<file path="config.mk">
export PLATFORM = sky130hd
export DESIGN_NAME = pipeline_stall_controller
export DESIGN_NICKNAME = d
export VERILOG_FILES = /design/src/rtl/pipeline_stall_controller.sv
export SDC_FILE = /design/constraint.sdc
export NUM_CORES = 1
export LEC_CHECK = 0
export BUFFER_PORTS_ARGS = -buffer_cell sky130_fd_sc_hd__buf_2
export CORE_MARGIN = 2
export CORE_UTILIZATION = 54
export CTS_CLUSTER_SIZE = 40
export DETAILED_ROUTE_END_ITERATION = 7
export GPL_ROUTABILITY_DRIVEN = 1
export HOLD_SLACK_MARGIN = 0.02
export PLACE_DENSITY = 0.89
export RECOVER_POWER = 25
export SKIP_CTS_REPAIR_TIMING = 1
export SYNTH_ARGS = -nofsm -noshare
export SYNTH_HDL_FRONTEND = slang
export SYNTH_SLANG_ARGS = --single-unit
</file>
<file path="constraint.sdc">
create_clock -name clk -period 5.4 [get_ports clk]
set_input_delay 0.54 -clock clk [delete_from_list [all_inputs] [get_ports clk]]
set_output_delay 0.54 -clock clk [all_outputs]
set_load 0.01 [all_outputs]
</file>
<file path="src/rtl/pipeline_stall_controller.sv">
// Stall/flush sequencer: merges memory-wait freeze, taken-branch flush and load-use bubble.
// Enables are combinational from inputs+state (0 latency); state and counters update on clk.
module pipeline_stall_controller #(
  parameter int MEM_TIMEOUT = 64,
  parameter int CNT_W       = 16
) (
  input  logic             clk,
  input  logic             reset,
  input  logic             IDEXMemRead,
  input  logic [4:0]       IDEXRt,
  input  logic [4:0]       IFIDRs,
  input  logic [4:0]       IFIDRt,
  input  logic             branchTaken,
  input  logic             memReq,
  input  logic             memReady,
  output logic             PCWrite,
  output logic             IFIDWrite,
  output logic             IFIDFlush,
  output logic             IDEXBubble,
  output logic             IDEXWrite,
  output logic             EXMEMWrite,
  output logic             MEMWBBubble,
  output logic             memError,
  output logic [CNT_W-1:0] stallCount
);

  localparam int WW = (MEM_TIMEOUT > 1) ? $clog2(MEM_TIMEOUT) : 1;

  typedef enum logic [1:0] {RUN, MEM_WAIT, MEM_ERR} state_t;

  state_t          state_q, state_d;
  logic [WW-1:0]   wait_cnt, wait_d;
  logic            mem_stall, load_use, freeze, stall_cycle;
  logic            mem_error_q;
  logic [CNT_W-1:0] stall_cnt;

  assign mem_stall = memReq && !memReady;
  assign load_use  = IDEXMemRead && (IDEXRt != 5'd0) &&
                     ((IDEXRt == IFIDRs) || (IDEXRt == IFIDRt));
  assign freeze    = (state_q == MEM_ERR) || mem_stall;

  always_comb begin
    state_d = state_q;
    wait_d  = wait_cnt;
    case (state_q)
      RUN: begin
        if (mem_stall) begin
          state_d = MEM_WAIT;
          wait_d  = '0;
        end
      end
      MEM_WAIT: begin
        // A withdrawn request ends the wait just like a completion.
        if (!memReq || memReady) begin
          state_d = RUN;
          wait_d  = '0;
        end else if (wait_cnt == WW'(MEM_TIMEOUT - 1)) begin
          state_d = MEM_ERR;
        end else begin
          wait_d = wait_cnt + 1'b1;
        end
      end
      MEM_ERR: state_d = MEM_ERR;
      default: begin
        state_d = RUN;
        wait_d  = '0;
      end
    endcase
  end

  always_comb begin
    PCWrite     = 1'b1;
    IFIDWrite   = 1'b1;
    IFIDFlush   = 1'b0;
    IDEXBubble  = 1'b0;
    IDEXWrite   = 1'b1;
    EXMEMWrite  = 1'b1;
    MEMWBBubble = 1'b0;
    stall_cycle = 1'b0;
    if (reset) begin
      PCWrite     = 1'b0;
      IFIDWrite   = 1'b0;
      IFIDFlush   = 1'b1;
      IDEXBubble  = 1'b1;
      IDEXWrite   = 1'b0;
      EXMEMWrite  = 1'b0;
      MEMWBBubble = 1'b1;
    end else if (freeze) begin
      PCWrite     = 1'b0;
      IFIDWrite   = 1'b0;
      IDEXWrite   = 1'b0;
      EXMEMWrite  = 1'b0;
      MEMWBBubble = 1'b1;
      stall_cycle = 1'b1;
    end else if (branchTaken) begin
      // The ID instruction is squashed, so a pending load-use is moot.
      IFIDFlush  = 1'b1;
      IDEXBubble = 1'b1;
    end else if (load_use) begin
      PCWrite     = 1'b0;
      IFIDWrite   = 1'b0;
      IDEXBubble  = 1'b1;
      stall_cycle = 1'b1;
    end
  end

  always_ff @(posedge clk) begin
    if (reset) begin
      state_q     <= RUN;
      wait_cnt    <= '0;
      mem_error_q <= 1'b0;
      stall_cnt   <= '0;
    end else begin
      state_q  <= state_d;
      wait_cnt <= wait_d;
      if (state_d == MEM_ERR)
        mem_error_q <= 1'b1;
      if (stall_cycle && (stall_cnt != {CNT_W{1'b1}}))
        stall_cnt <= stall_cnt + 1'b1;
    end
  end

  assign memError   = mem_error_q;
  assign stallCount = stall_cnt;

endmodule

</file>
==> metrics.txt <==
outcome=completed; hold path cells=2; aggregate negative setup slack=0 ns; chip width=around 55 µm; layout cells sized above 1=~20%; period utilization=between 40% and 50%; Congestion Overflow GR=0; most common cell after layout, fill and taps aside=buf_2; post-synth cell types=37; clk_skew=0.00413 ns; Worst Hold Launch=memError; placeable core area=2480 µm²; H-tree lvl count=1; TritonCTS clock tree=yes; FFs w/ async S/R, synth=0%; critical path arrival=roughly 1.8 ns; Final nets=~230; Yosys reg bits=25; DRC viols=0; total CTS buffers=3; All-Layer GR Usage=between 20% and 30%; CP max-delay cell=or4_1; Clk Latency, worst-skew pair=0.31 ns; Yosys top cell area share=between 30 and 40%; 1st-pass router iterations=4; WHS=0.478 ns; io pins=45; CP max stage delay=0.54 ns; final critical-path required period=between 2 and 2.5 ns; Max transition margin=between 40% and 50%; Synth Warn #=0; Max Slew Vio Count=0; first-pass GRT wire length=4620 µm; flop2flop setup slack=3.23 ns; Lkg Pwr=0.627 nW; syn nets=around 190; Die Height=roughly 55 µm; Hold Path End=memError; PD cells=just under 200 nW/µm²; DP HPWL=2290 µm; Reg clk slew, reported paths=0.13 ns; Clk Tree Root Cell=clkbuf_4; Clock Sinks=25; critical-path cell list=buf_2 > or4_1 > o21ai_2 > nor2_1 > a21oi_1 > buf_2; Fin. Hold Viols=0; Syn Area/Cell=between 8 and 9 µm²; Crit Path Class=in2out; FF+latch area=about 500 µm²; critical path buffer and inverter count=2; initial antenna violation count=0; Post-synth EDFFs=0; Post-Synthesis Cells=168; top_reg_cell synth=dfxtp_1; antenna viol nets, final=0; WL per Instance=approximately 12 µm; reg2reg path depth=7; Multi-input gate area=835 µm²; vias in the first global route=roughly 1100; worst flop-to-flop path startpoint=stallCount[0]; RSZ-0062 raised after global routing=false; crit end category=output port; Max Clk Rate=approximately 0.42 GHz; most frequent cells in the layout=buf_2 (34), dfxtp_1 (25), nor2_1 (14), a21oi_1 (14), xnor2_1 (12); Power, Total=between 300 and 400 µW; Slew @ Worst Pin=~0.76 ns; Area contributors post-synth=dfxtp_1 (35%), xnor2_1 (7.4%), a21oi_1 (5.0%); clk buf depth=2; Diodes inserted=0; endpoints failing setup=0; P&R area growth vs syn=15.5%; most used cell, CP=buf_2; number of max-cap violations=0; full die area=3040 µm²; DR vias=approximately 1300; largest net degree at the start of global routing=25; Top delay family on crit path=simple AND/OR/NAND/NOR gates; starting density of the core=between 50% and 60%; Port Buffers=between 40 and 50; Fill cells=243; HP Class=reg2reg; GPL Wtd Cong=approximately 0.80; Yosys top cell by area=dfxtp_1; Worst Path Max Fanout=3; WP data required=4.86 ns; Rows=18; Netlist Area Pre-Place=~1400 µm²; Via density=between 5 and 6; VDD IR-drop max=approximately 160 µV; critical path launch point type=primary input; DRT iter0 DRCs=21; Routed WL=2950 µm; post-synthesis sequential area ratio=approximately 35%; r2r endpoint=stallCount[7]
## flip-flops by register name, indices dropped and copies added, names as in the netlist
register,flops
stallCount,16
wait_cnt,6
state_q,2
memError,1
## cell usage after synthesis, drive strengths merged, types with 3 or more instances
library cell	count
nand2b	5
o21ai	11
buf	4
nand2	11
nor2	14
and4	3
xor2	5
inv	6
nand4	7
or3	9
a21oi	16
dfxtp	25
xnor2	12
and3	5
or4	3
nand3	6
nor4	3
## area by class of cell
cell class / count / area share, %
clock inverter: 1 / 0.307
timing repair buffer: 44 / 12.7
multi-input combinational: 131 / 51.2
clock buffer: 3 / 1.38
inverter: 6 / 1.38
sequential: 25 / 30.7
tap: 30 / 2.30
## report_power, final
part	total (mW)	internal, mW	switching [mW]
Combinational	0.0490	0.0218	0.0272
Clock	0.0817	0.0277	0.0540
Sequential	0.190	0.187	0.00270
## worst min-delay path: cells and delay by family (launching register included)
kind / cells / cell delay [ns]
flip-flops: 1 / 0.33
AO/OA/AOI/OAI: 1 / 0.06
buffers and inverters: 1 / 0.05
## stage by stage
step                      area, µm²  std cells  util, %  worst slack [ns]
after CTS                      1640        240     66.3              3.00
after floorplan                1410        168        -              3.09
final                          1630        240     65.8              3.02
after detailed placement       1620        236     65.2              2.88
after global placement         1620        236     65.2              2.94
after global routing           1630        240     65.8              2.93
## metal layers
| metal | track usage (%) | wire length (µm) |
|---|---|---|
| met1 | 25.5 | 1320 |
| met2 | 35.9 | 1390 |
| met3 | 4.57 | 221 |
| met4 | 6.50 | 26 |
| met5 | 0 | 0 |
## kinds of logic (layout without fill, tap and decap cells)
family	Yosys count	after routing	synth area share, %
AOI/OAI and AO/OA	38	38	17.0
xor gates and xnor gates	17	17	10.5
adders and majority gates	2	2	1.77
buffers and inverters	12	54	5.41
DFF	25	25	35.5
muxes	4	4	3.01
and+or+nand+nor	70	70	26.8
## how the worst max path moves through the flow
stage	from	slack, ns	to	depth (start not counted)
after CTS	IDEXRt[1]	3.00	IFIDWrite	6
final	IDEXRt[1]	3.02	IFIDWrite	6
after global routing	IDEXRt[1]	2.93	IFIDWrite	6
after detailed placement	IDEXRt[1]	2.88	stallCount[1]	7
after floorplan	IDEXRt[1]	3.09	PCWrite	5
after global placement	IDEXRt[1]	2.94	stallCount[1]	7
No activity file was read; power rests on OpenSTA's default activity.
